File: config.mk
export PLATFORM = sky130hd
export DESIGN_NAME = mc_controller
export DESIGN_NICKNAME = d
export VERILOG_FILES = /design/src/rtl/mc_controller.sv
export SDC_FILE = /design/constraint.sdc
export NUM_CORES = 1
export LEC_CHECK = 0
export ABC_CLOCK_PERIOD_IN_PS = 2400
export BUFFER_PORTS_ARGS = -buffer_cell sky130_fd_sc_hd__buf_2
export CORE_MARGIN = 4
export CORE_UTILIZATION = 41
export DETAILED_ROUTE_END_ITERATION = 6
export PLACE_DENSITY = 0.88
export SETUP_SLACK_MARGIN = 0.05
export SYNTH_ARGS = -nofsm -noshare
export SYNTH_HDL_FRONTEND = slang
export SYNTH_SLANG_ARGS = --single-unit
File: constraint.sdc
create_clock -name clk -period 2.4 [get_ports clk]
set_input_delay 0.36 -clock clk [delete_from_list [all_inputs] [get_ports clk]]
set_output_delay 0.36 -clock clk [all_outputs]
set_load 0.03 [all_outputs]
File: src/rtl/mc_controller.sv
// Multi-cycle RV32 control FSM: sequences fetch, decode, memory, ALU,
// branch, jump and upper-immediate steps, and drives the datapath selects.
// Every bus-request state is guarded by a timeout that latches a sticky
// bus error.
// Optional feature: define MC_CONTROLLER_TRAP_EN to park illegal opcodes
// in a TRAP state. Without it, illegal opcodes retire as a NOP.
module mc_controller #(
    parameter int XLEN = 32,
    parameter int TO_W = 8
) (
    input  logic            clk,
    input  logic            reset,
    input  logic [31:0]     Instr,
    input  logic [XLEN-1:0] RF_OUT1,
    input  logic [XLEN-1:0] RF_OUT2,
    input  logic            mem_ready,
    output logic            PCWrite,
    output logic            IRWrite,
    output logic            RegWrite,
    output logic            MemReq,
    output logic            AdrSrc,
    output logic [1:0]      MemWrite,
    output logic [1:0]      ResultSrc,
    output logic [1:0]      ALUSrcA,
    output logic [1:0]      ALUSrcB,
    output logic [2:0]      ImmSrc,
    output logic [3:0]      ALUControl,
    output logic [3:0]      state,
    output logic            bus_err
);

    typedef enum logic [3:0] {
        S_FETCH  = 4'd0,
        S_DECODE = 4'd1,
        S_MEMADR = 4'd2,
        S_MEMRD  = 4'd3,
        S_MEMWB  = 4'd4,
        S_MEMWR  = 4'd5,
        S_EXEC   = 4'd6,
        S_ALUWB  = 4'd7,
        S_BRANCH = 4'd8,
        S_JUMP   = 4'd9,
        S_UPPER  = 4'd10,
`ifdef MC_CONTROLLER_TRAP_EN
        S_TRAP   = 4'd14,
`endif
        S_BUSERR = 4'd15
    } state_t;

    localparam logic [6:0] OP_LOAD   = 7'b0000011;
    localparam logic [6:0] OP_STORE  = 7'b0100011;
    localparam logic [6:0] OP_REG    = 7'b0110011;
    localparam logic [6:0] OP_IMM    = 7'b0010011;
    localparam logic [6:0] OP_BRANCH = 7'b1100011;
    localparam logic [6:0] OP_JAL    = 7'b1101111;
    localparam logic [6:0] OP_JALR   = 7'b1100111;
    localparam logic [6:0] OP_LUI    = 7'b0110111;
    localparam logic [6:0] OP_AUIPC  = 7'b0010111;

    // The timeout fires on the wait that would bring the counter to all-ones.
    localparam logic [TO_W-1:0] WAIT_LAST = {TO_W{1'b1}} - TO_W'(1);

    state_t          state_q;
    state_t          next_state;
    logic [TO_W-1:0] wait_cnt;
    logic            bus_err_q;
    logic            mem_state;
    logic            branch_taken;

    logic            pc_write_c;
    logic            ir_write_c;
    logic            reg_write_c;
    logic            mem_req_c;
    logic [1:0]      mem_write_c;

    logic [6:0]      opcode;
    logic [2:0]      funct3;
    logic            funct7_b5;
    logic            unused_instr_bits;

    assign opcode            = Instr[6:0];
    assign funct3            = Instr[14:12];
    assign funct7_b5         = Instr[30];
    assign unused_instr_bits = ^{Instr[31], Instr[29:15], Instr[11:7]};

    // Branch comparator over the full register width, selected by funct3.
    always_comb begin
        branch_taken = 1'b0;
        case (funct3)
            3'b000:  branch_taken = (RF_OUT1 == RF_OUT2);
            3'b001:  branch_taken = (RF_OUT1 != RF_OUT2);
            3'b100:  branch_taken = ($signed(RF_OUT1) <  $signed(RF_OUT2));
            3'b101:  branch_taken = ($signed(RF_OUT1) >= $signed(RF_OUT2));
            3'b110:  branch_taken = (RF_OUT1 <  RF_OUT2);
            3'b111:  branch_taken = (RF_OUT1 >= RF_OUT2);
            default: branch_taken = 1'b0;
        endcase
    end

    // Next-state logic and per-state datapath controls.
    always_comb begin
        next_state  = state_q;
        pc_write_c  = 1'b0;
        ir_write_c  = 1'b0;
        reg_write_c = 1'b0;
        mem_req_c   = 1'b0;
        mem_write_c = 2'b00;
        mem_state   = 1'b0;
        AdrSrc      = 1'b0;
        ResultSrc   = 2'b00;
        ALUSrcA     = 2'b00;
        ALUSrcB     = 2'b00;
        ImmSrc      = 3'b000;
        ALUControl  = 4'b0000;

        case (state_q)
            S_FETCH: begin
                mem_req_c = 1'b1;
                mem_state = 1'b1;
                ALUSrcA   = 2'b00;
                ALUSrcB   = 2'b10;
                ResultSrc = 2'b10;
                if (mem_ready) begin
                    ir_write_c = 1'b1;
                    pc_write_c = 1'b1;
                    next_state = S_DECODE;
                end else if (wait_cnt == WAIT_LAST) begin
                    next_state = S_BUSERR;
                end
            end

            S_DECODE: begin
                ALUSrcA = 2'b01;
                ALUSrcB = 2'b01;
                ImmSrc  = 3'b010;
                case (opcode)
                    OP_LOAD, OP_STORE: next_state = S_MEMADR;
                    OP_REG, OP_IMM:    next_state = S_EXEC;
                    OP_BRANCH:         next_state = S_BRANCH;
                    OP_JAL, OP_JALR:   next_state = S_JUMP;
                    OP_LUI, OP_AUIPC:  next_state = S_UPPER;
`ifdef MC_CONTROLLER_TRAP_EN
                    default:           next_state = S_TRAP;
`else
                    default:           next_state = S_FETCH;
`endif
                endcase
            end

            S_MEMADR: begin
                ALUSrcA = 2'b10;
                ALUSrcB = 2'b01;
                if (opcode == OP_STORE) begin
                    ImmSrc     = 3'b101;
                    next_state = S_MEMWR;
                end else begin
                    ImmSrc     = 3'b000;
                    next_state = S_MEMRD;
                end
            end

            S_MEMRD: begin
                mem_req_c = 1'b1;
                mem_state = 1'b1;
                AdrSrc    = 1'b1;
                if (mem_ready) begin
                    next_state = S_MEMWB;
                end else if (wait_cnt == WAIT_LAST) begin
                    next_state = S_BUSERR;
                end
            end

            S_MEMWB: begin
                reg_write_c = 1'b1;
                ResultSrc   = 2'b01;
                next_state  = S_FETCH;
            end

            S_MEMWR: begin
                mem_req_c = 1'b1;
                mem_state = 1'b1;
                AdrSrc    = 1'b1;
                case (funct3)
                    3'b000:  mem_write_c = 2'b01;
                    3'b001:  mem_write_c = 2'b10;
                    3'b010:  mem_write_c = 2'b11;
                    default: mem_write_c = 2'b00;
                endcase
                if (mem_ready) begin
                    next_state = S_FETCH;
                end else if (wait_cnt == WAIT_LAST) begin
                    next_state = S_BUSERR;
                end
            end

            S_EXEC: begin
                ALUSrcA = 2'b10;
                if (opcode == OP_REG) begin
                    ALUSrcB    = 2'b00;
                    ALUControl = {funct3, funct7_b5};
                end else begin
                    ALUSrcB = 2'b01;
                    ImmSrc  = (funct3 == 3'b011) ? 3'b001 : 3'b000;
                    if (funct3 == 3'b001 || funct3 == 3'b101) begin
                        ALUControl = {funct3, funct7_b5};
                    end else begin
                        ALUControl = {funct3, 1'b0};
                    end
                end
                next_state = S_ALUWB;
            end

            S_ALUWB: begin
                reg_write_c = 1'b1;
                ResultSrc   = 2'b00;
                next_state  = S_FETCH;
            end

            S_BRANCH: begin
                ResultSrc  = 2'b00;
                pc_write_c = branch_taken;
                next_state = S_FETCH;
            end

            S_JUMP: begin
                // The ALU forms the link value OldPC + 4; the datapath's
                // target adder uses ImmSrc and clears bit 0 for JALR.
                reg_write_c = 1'b1;
                pc_write_c  = 1'b1;
                ALUSrcA     = 2'b01;
                ALUSrcB     = 2'b10;
                ResultSrc   = 2'b10;
                ImmSrc      = (opcode == OP_JAL) ? 3'b011 : 3'b000;
                next_state  = S_FETCH;
            end

            S_UPPER: begin
                reg_write_c = 1'b1;
                ImmSrc      = 3'b100;
                ALUSrcB     = 2'b01;
                ResultSrc   = 2'b10;
                ALUSrcA     = (opcode == OP_AUIPC) ? 2'b01 : 2'b00;
                next_state  = S_FETCH;
            end

`ifdef MC_CONTROLLER_TRAP_EN
            S_TRAP: begin
                next_state = S_TRAP;
            end
`endif

            S_BUSERR: begin
                next_state = S_BUSERR;
            end

            default: begin
                next_state = S_FETCH;
            end
        endcase
    end

    // State register, per-state wait counter and sticky bus-error flag.
    always_ff @(posedge clk or negedge reset) begin
        if (!reset) begin
            state_q   <= S_FETCH;
            wait_cnt  <= '0;
            bus_err_q <= 1'b0;
        end else begin
            state_q <= next_state;
            if (next_state != state_q) begin
                wait_cnt <= '0;
            end else if (mem_state && !mem_ready) begin
                wait_cnt <= wait_cnt + TO_W'(1);
            end
            if (next_state == S_BUSERR) begin
                bus_err_q <= 1'b1;
            end
        end
    end

    // Strobes are forced low while reset is held, even though the state is FETCH.
    assign PCWrite  = pc_write_c  & reset;
    assign IRWrite  = ir_write_c  & reset;
    assign RegWrite = reg_write_c & reset;
    assign MemReq   = mem_req_c   & reset;
    assign MemWrite = mem_write_c & {2{reset}};
    assign state    = state_q;
    assign bus_err  = bus_err_q;

endmodule

-- Word level (Yosys, flattened, before mapping)
Cells that the tools add are included.
- register bits after elaboration: 13
- input bits: 99
- output and inout bits: 25
- word-level logic and storage cells: 94
- $add $sub $neg: 1
- magnitude comparators: 4
- eq/ne operators: 32
- multiplexer cells: 31
- bitwise gates (word level): 5
- reduce and logical (&&, ||, !) cells: 18
- operators by type and width (cell ; count):
    greater-or-equal comparator 32 bit ; 2
    < comparator 32 bit ; 2
    equality test 32 bit ; 1
    inequality test 32 bit ; 1
    case mux 4 bit (7 select lines) ; 1
    equality test 7 x 6 -> 1 bit (second input constant) ; 3
    equality test 7 bit (second input constant) ; 3
    equality test 4 bit (second input constant) ; 5
    2-to-1 mux 4 bit ; 5
    case mux 4 bit (5 select lines) ; 1
    case mux 2 bit (3 select lines) ; 3
    equality test 4 x 3 -> 1 bit (second input constant) ; 4
    2-to-1 mux 8 bit ; 2
    OR reduction 2 bit ; 8
    case mux 3 bit (5 select lines) ; 1
    equality test 7 x 5 -> 1 bit (second input constant) ; 2
    equality test 3 bit (second input constant) ; 4
    2-to-1 mux 1 bit ; 11
    OR reduction 3 bit ; 3
    adder 8 x 1 -> 8 bit (second input constant) ; 1
    equality test 4 x 2 -> 1 bit (second input constant) ; 2
    equality test 8 bit (second input constant) ; 1
    equality test 7 x 2 -> 1 bit (second input constant) ; 1
    equality test 3 x 2 -> 1 bit (second input constant) ; 2
    other kinds (17) ; 22

-- Logic depth before layout (Yosys ltp)
Gate-level depths: netlist of run 1.
- depth in word-level cells: 6
- depth in mapped cells: 9
- mapped depth without buffers: 9

-- Worst setup path before layout of run 1
OpenSTA, ideal clock, no wires.
- kind: reg-to-output
- start: reg state_q[2], in the netlist state[2]
- end: out ImmSrc[0]
- data arrival time: 2.357 ns
- slack: -0.317 ns
- stages on the path, launching flop included: 8
- path buffers: 1
- cells stage by stage: dfrtp_1 buf_2 nand2b_1 nor3_1 nand3_1 o21ai_0 nand2_1 o21ai_0
- word-level cells in the longest chain between the ends: 2
- elaborated cells between the ends (all ways): 6
- classes of those cells: 5 x eq/ne; 1 x mux
- ends and longest elaborated chain (what ; line ; source):
    start, declared ; 63 ; state_t state_q;
    start signal, assigned ; 269 ; state_q <= next_state;
    equality test 4 bit, or another cell as far along ; 116 ; case (state_q)
    case mux 3 bit (5 select lines) (*) ; 116 ;
    end, declared ; 26 ; output logic [2:0] ImmSrc,
Every way passes the cells marked *; elsewhere a longest branch is shown, timed or not.

-- Worst setup path in the final report of run 1
- start: in RF_OUT1[11]
- end: out PCWrite
- word-level cells in the longest chain between the ends: 4
- elaborated cells between the ends (all ways): 9
- classes of those cells: 4 x order compare; 2 x eq/ne; 2 x mux; 1 x bitwise
- ends and longest elaborated chain (what ; line ; source):
    start, declared ; 14 ; input logic [XLEN-1:0] RF_OUT1,
    greater-or-equal comparator 32 bit, or another cell as far along ; 95 ; 3'b111: branch_taken = (RF_OUT1 >= RF_OUT2);
    case mux 1 bit (6 select lines) (*) ; 89 ; case (funct3)
    case mux 1 bit (3 select lines) (*) ; 116 ;
    bitwise AND 1 bit (*) ; 282 ; assign PCWrite = pc_write_c & reset;
    end, declared ; 17 ; output logic PCWrite,
Marks and branches as above.

==> results of run 1 <==
[per-stage QoR]
step / worst slack [ps] / TNS (ps)
3_5_place_dp: -380 / -380
2_1_floorplan: -25.1 / -25.1
5_1_grt: -419 / -419
4_1_cts: -280 / -280
3_3_place_gp: -332 / -332
6_report: -326 / -326
[cell type report]
class | instances | area [µm²] | share of cell area
inverters | 38 | 160 | 0.0497
repair buffers | 122 | 689 | 0.214
well taps | 70 | 87.6 | 0.0272
flip-flops and latches | 13 | 328 | 0.102
multi-input cells | 231 | 1910 | 0.594
clock buffers | 4 | 45.0 | 0.0140
[sequential cells by signal (all words and copies together), names as in the netlist]
register	cells
state	4
wait_cnt	8
bus_err	1
[Yosys cell counts (all sizes together), types with 5 or more instances]
master | n | share of area
nand2b | 6 | 0.017
nor3 | 9 | 0.026
nand4 | 14 | 0.047
ha | 34 | 0.20
buf | 5 | 0.012
nand3 | 12 | 0.030
nor2b | 5 | 0.015
o21ai | 17 | 0.039
nand2 | 21 | 0.036
dfrtp | 13 | 0.15
nor4 | 5 | 0.017
inv | 38 | 0.065
xor2 | 6 | 0.024
a21oi | 18 | 0.043
nor2 | 22 | 0.038
[critical path, stage by stage]
cell and delay (ps):
buf_2 110, ha_4 230, nand4_1 200, nor2_1 90, a221o_1 350, o31a_1 280
or3_1 330, a31oi_2 220, a31oi_4 50, buf_6 150
[worst max path at each step]
stage                      from   endpoint
floorplan              state[2]  ImmSrc[0]
global placement    RF_OUT2[15]    PCWrite
detailed placement   RF_OUT2[8]    PCWrite
CTS                 RF_OUT2[21]    PCWrite
global route        RF_OUT1[11]    PCWrite
finish              RF_OUT1[11]    PCWrite
[power groups by stage]
| stage | registers [µW] | clock network (µW) | logic [µW] |
|---|---|---|---|
| floorplan | 314 | 0 | 780 |
| global route | 327 | 211 | 1260 |
| finish | 317 | 201 | 1150 |
| CTS | 314 | 196 | 1150 |
| global placement | 317 | 0 | 1100 |
| detailed placement | 318 | 0 | 1130 |
[per-layer routing]
| metal | GRT usage | wire length [µm] |
|---|---|---|
| met5 | 0 | 0 |
| met4 | 0.0439 | 108 |
| met3 | 0.0255 | 462 |
| met2 | 0.391 | 3490 |
| met1 | 0.229 | 2630 |
[repair_timing]
item	in CTS	in global routing
gates cloned	0	0
endpoints found under the hold margin	2	0
setup buffers	1	0
pin swaps	3	0
resized for setup	7	8
hold buffers	1	0
setup endpoints to repair	1	11
[cell families after synthesis]
group | Yosys count | share of synthesized area
flops | 13 | 0.149
mux | 2 | 0.0103
xor+xnor | 10 | 0.0436
buf+inv | 47 | 0.0843
compound gates | 69 | 0.214
simple gates | 116 | 0.304
fa+ha+maj | 34 | 0.195
==> results.sh, run 1 <==
export IMPL_fin_cells=478
export IMPL_area_delta_synth_final_pct=47.8
export IMPL_run_status="finished with violations"
export IMPL_r2r_start="state[1]"
export IMPL_routed_wl_um=6690
export IMPL_drive_gt1_frac=0.436
export IMPL_die_area_um2=6550
export IMPL_worstHoldPathCells=2
export IMPL_yosys_register_bits=13
export IMPL_combPwrFrac=0.690
export IMPL_p_sw_frac=0.510
export IMPL_period_needed_ps=2730
export IMPL_gr_usage_all_layers=0.200
export IMPL_async_reset_ff_frac=1.00
export IMPL_r2r_end="wait_cnt[1]"
export IMPL_antenna_found_initial=0
export IMPL_cts_tree="done"
export IMPL_fmax_mhz=367
export IMPL_vias=2584
export IMPL_gr_total_overflow=0
export IMPL_yosys_warnings=0
export IMPL_failed_checks="setup timing"
export IMPL_yosysSeqAreaShare=0.149
export IMPL_start_kind="input pin"
export IMPL_setup_viol=1
export IMPL_grt_pass1_wl_um=10700
export IMPL_critPathKind="input pin to primary output"
export IMPL_cts_buffer_depth=2
export IMPL_nFillCells=462
export IMPL_period_share=1.14
export IMPL_cp_end_kind="primary output"
export IMPL_power_internal_uw=817
export IMPL_fin_util=0.627
export IMPL_placed_cell_area_um2=3110
export IMPL_syn_mean_instance_area_um2=7.49
export IMPL_crit_required_ps=2040
export IMPL_skew_ps=7.47
export IMPL_relSlewSlack=0.728
export IMPL_syn_inst=291
export IMPL_syn_cell_area_um2=2180
export IMPL_min_path_type="input pin to flop"
export IMPL_synthesis_nets=424
export IMPL_worstHoldStart="Instr[0]"
export IMPL_grt_pass1_vias=2424
export IMPL_hold_viol=0
export IMPL_grt_max_degree=20
export IMPL_path_clk_slew_ps=60
export IMPL_synthFlopType="dfrtp_1"
export IMPL_peakVddDrop_mv=0.814
export IMPL_tightest_slew_ps=402
export IMPL_synth_edf_count=0
export IMPL_seqPwrFrac=0.190
export IMPL_io_pins=124
export IMPL_p_leak_uw=0.00160
export IMPL_layout_common_cells="buf_2, inv_1, nor2_1, buf_4, nand2_1"
export IMPL_postRouteAntennaNets=0
export IMPL_place_congestion=0.866
export IMPL_antenna_cells=0
export IMPL_clk_latency_ps=250
export IMPL_firstDrtPassIters=4
export IMPL_min_to="state[3]"
export IMPL_cts_root_buf="clkbuf_8"
export IMPL_drc_errors=0
export IMPL_via_per_inst=5.41
export IMPL_worst_r2r_cell_count=8
export IMPL_p_clk_frac=0.120
export IMPL_htree_levels=1
export IMPL_drt_first_iter_violations=91
export IMPL_reg2reg_slack_ps=300
export IMPL_setup_ws_ps=-326
export IMPL_numPortBuffers=102
export IMPL_power_uw=1670
export IMPL_fin_area_um2=3220
export IMPL_max_cap_violations=0
export IMPL_core_area_um2=5140
export IMPL_p_sw_uw=851
export IMPL_worstPathArrival_ps=2370
export IMPL_slew_violations=0
export IMPL_cts_sinks=13
export IMPL_hold_ws_ps=467
export IMPL_dp_hpwl_um=5640
export IMPL_yosysUniqueCellTypes=59
export IMPL_die_x_um=80.9
export IMPL_rsz0062_at_grt="true"
export IMPL_final_common_cell="buf_2"
export IMPL_rows=26
export IMPL_critPathMaxFanout=4
export IMPL_powerDensity_nw_per_um2=518
export IMPL_finalNetCount=542
export IMPL_dp_cells=472
export IMPL_start_util=0.424
export IMPL_cts_buffers=3
export IMPL_die_y_um=80.9
export IMPL_post_drt_wl_per_cell_um=14.0
Power figures use the tool's default switching activity.
==> run 2: changes to the inputs <==
- ABC_AREA: not set -> 1
- CORE_UTILIZATION: 41 -> 40
==> results.sh, run 2 <==
export IMPL_grt_max_degree=15
export IMPL_nFillCells=396
export IMPL_fmax_mhz=416
export IMPL_min_path_type="input pin to async pin"
export IMPL_synth_top_family_by_area="simple AND/OR/NAND/NOR gates"
export IMPL_dp_cells=502
export IMPL_largest_reg_flops=8
export IMPL_hold_viol=0
export IMPL_routed_wl_um=7410
export IMPL_syn_mean_instance_area_um2=6.24
export IMPL_area_delta_synth_final_pct=56.9
export IMPL_core_area_um2=4850
export IMPL_start_util=0.426
export IMPL_setup_viol=1
export IMPL_syn_cell_area_um2=2070
export IMPL_crit_required_ps=2040
export IMPL_tightest_slew_ps=313
export IMPL_p_sw_frac=0.556
export IMPL_p_leak_uw=0.00178
export IMPL_cp_end_kind="primary output"
export IMPL_p_sw_uw=1070
export IMPL_gr_usage_all_layers=0.202
export IMPL_synthFlopType="dfrtp_1"
export IMPL_finalNetCount=574
export IMPL_r2r_start="state[2]"
export IMPL_fin_setup_tns_ps=-2.86
export IMPL_cp_startpoint="RF_OUT2[20]"
export IMPL_fin_cells=507
export IMPL_grt_pass1_wl_um=10500
export IMPL_yosysUniqueCellTypes=34
export IMPL_critPathMaxFanout=2
export IMPL_peakVddDrop_mv=0.676
export IMPL_vias=2553
export IMPL_critPathKind="input pin to primary output"
export IMPL_path_clk_slew_ps=50
export IMPL_yosys_warnings=0
export IMPL_setup_ws_ps=-2.86
export IMPL_period_needed_ps=2400
export IMPL_via_per_inst=5.04
export IMPL_worstPathArrival_ps=2040
export IMPL_max_cap_violations=0
export IMPL_antenna_cells=0
export IMPL_gr_total_overflow=0
export IMPL_start_kind="input pin"
export IMPL_postRouteAntennaNets=0
export IMPL_syn_inst=331
export IMPL_yosys_area_top_type="ha_1"
export IMPL_p_clk_frac=0.100
export IMPL_rows=25
export IMPL_synth_most_common_cell="nand2_1"
export IMPL_period_share=1.00
export IMPL_final_common_cell="buf_2"
export IMPL_grt_pass1_vias=2554
export IMPL_seqPwrFrac=0.163
export IMPL_die_area_um2=6380
export IMPL_synth_adder_area_share=0.206
export IMPL_die_x_um=79.9
export IMPL_clk_latency_ps=240
export IMPL_synthMuxAreaShare=0
export IMPL_io_pins=124
export IMPL_synthTopCellsByArea="ha_1, dfrtp_1, nand2_1, inv_1, nor2_1"
export IMPL_cts_buffers=3
export IMPL_slew_violations=0
export IMPL_cts_buffer_depth=2
export IMPL_yosysSeqAreaShare=0.157
export IMPL_place_congestion=0.912
export IMPL_drive_gt1_frac=0.434
export IMPL_htree_levels=1
export IMPL_dp_hpwl_um=5310
export IMPL_largest_register="wait_cnt"
export IMPL_cts_tree="done"
export IMPL_reg2reg_slack_ps=400
export IMPL_rsz0062_at_grt="true"
export IMPL_worst_r2r_cell_count=11
export IMPL_numPortBuffers=102
export IMPL_drt_first_iter_violations=125
export IMPL_drc_errors=0
export IMPL_combPwrFrac=0.737
export IMPL_synth_xor_area_share=0.0375
export IMPL_r2r_end="wait_cnt[3]"
export IMPL_synthSimpleGateAreaFrac=0.342
export IMPL_hold_buffers=0
export IMPL_hold_ws_ps=74.8
export IMPL_layout_common_cells="buf_2, nand2_1, inv_1"
export IMPL_yosysTopAreaCellShare=0.206
export IMPL_run_status="finished with violations"
export IMPL_yosys_register_bits=13
export IMPL_cts_root_buf="clkbuf_8"
export IMPL_antenna_found_initial=0
export IMPL_synthesis_nets=464
export IMPL_synthTopCellsByCount="nand2_1, inv_1, nor2_1"
export IMPL_synth_compound_area_frac=0.121
export IMPL_endpoint="PCWrite"
export IMPL_relSlewSlack=0.791
export IMPL_async_reset_ff_frac=1.00
export IMPL_die_y_um=79.9
export IMPL_power_internal_uw=854
export IMPL_failed_checks="setup timing"
export IMPL_post_drt_wl_per_cell_um=14.6
export IMPL_firstDrtPassIters=4
export IMPL_powerDensity_nw_per_um2=593
export IMPL_skew_ps=1.34
export IMPL_synth_edf_count=0
export IMPL_cts_sinks=13
run 2: changes by cell type after synthesis, sizes merged, moves of 6 or more:
| cell | previous run | this run |
|---|---|---|
| nand4 | 14 | 6 |
| nand2b | 6 | 0 |
| o21ai | 17 | 5 |
| nor2 | 22 | 53 |
| nand2 | 21 | 77 |
| nand3 | 12 | 19 |
| nor3 | 9 | 3 |
| inv | 38 | 74 |
run 2: through the flow:
step | power [µW] | worst slack, ps | utilization | instance area [µm²]
3_3_place_gp | 1560 | -163 | 0.554 | 2690
5_1_grt | 2080 | -188 | 0.669 | 3240
2_1_floorplan | 1230 | 99.9 | - | 2080
6_report | 1920 | -2.86 | 0.669 | 3240
4_1_cts | 1860 | -13.2 | 0.613 | 2970
3_5_place_dp | 1600 | -238 | 0.554 | 2690
run 2: final cells by class:
cell class	count	area, µm²	share of cell area
Multi-Input combinational cell	243	1890	0.582
Tap cell	67	83.8	0.0258
Clock buffer	3	41.3	0.0127
Sequential cell	13	325	0.100
Timing Repair Buffer	105	614	0.189
Inverter	75	287	0.0883
Clock inverter	1	5.00	0.00154
run 2: critical path: stages:
cell and delay (ps):
buf_2 100, inv_2 50, ha_4 260, nand2_2 60
nor2_4 110, inv_4 50, buf_4 130, nor4_4 200
nand3_1 110, nand2_1 80, nand2_1 60, nor2_2 110
nand3_2 80, nand2_2 80, a21oi_4 50, buf_6 140
run 2: kinds of logic after synthesis:
group           count (synthesis)
buf+inv                        75
simple gates                  163
fa+ha+maj                      34
compound gates                 38
flops                          13
xor+xnor                        8
run 2: metal layers:
metal  vias up  wire length, µm  global-route usage
met2       101             4200               0.419
met5         -                0                   0
met1      1154             2570               0.205
met4         0              184              0.0743
met3        24              462              0.0113
li1       1274                -                   -
run 2: how the worst min path moves through the flow:
stage	from	end	slack, ps	cells after the start
2_1_floorplan	reset	bus_err	60	0
3_3_place_gp	reset	wait_cnt[1]	330	2
3_5_place_dp	reset	wait_cnt[1]	340	2
4_1_cts	reset	state[1]	80	2
5_1_grt	reset	wait_cnt[0]	90	2
6_report	reset	wait_cnt[1]	70	2
run 2: power groups by stage:
stage / Clock, µW / Sequential, µW / Combinational (µW)
floorplan: 0 / 356 / 870
detailed placement: 0 / 314 / 1290
finish: 192 / 313 / 1420
global placement: 0 / 314 / 1250
global route: 206 / 318 / 1560
CTS: 199 / 311 / 1350
run 2: repair_timing:
action | 4_1_cts | 5_1_grt
resized for setup | 46 | 43
setup endpoints to repair | 1 | 2
pin swaps | 19 | 24
buffers inserted | 0 | 1
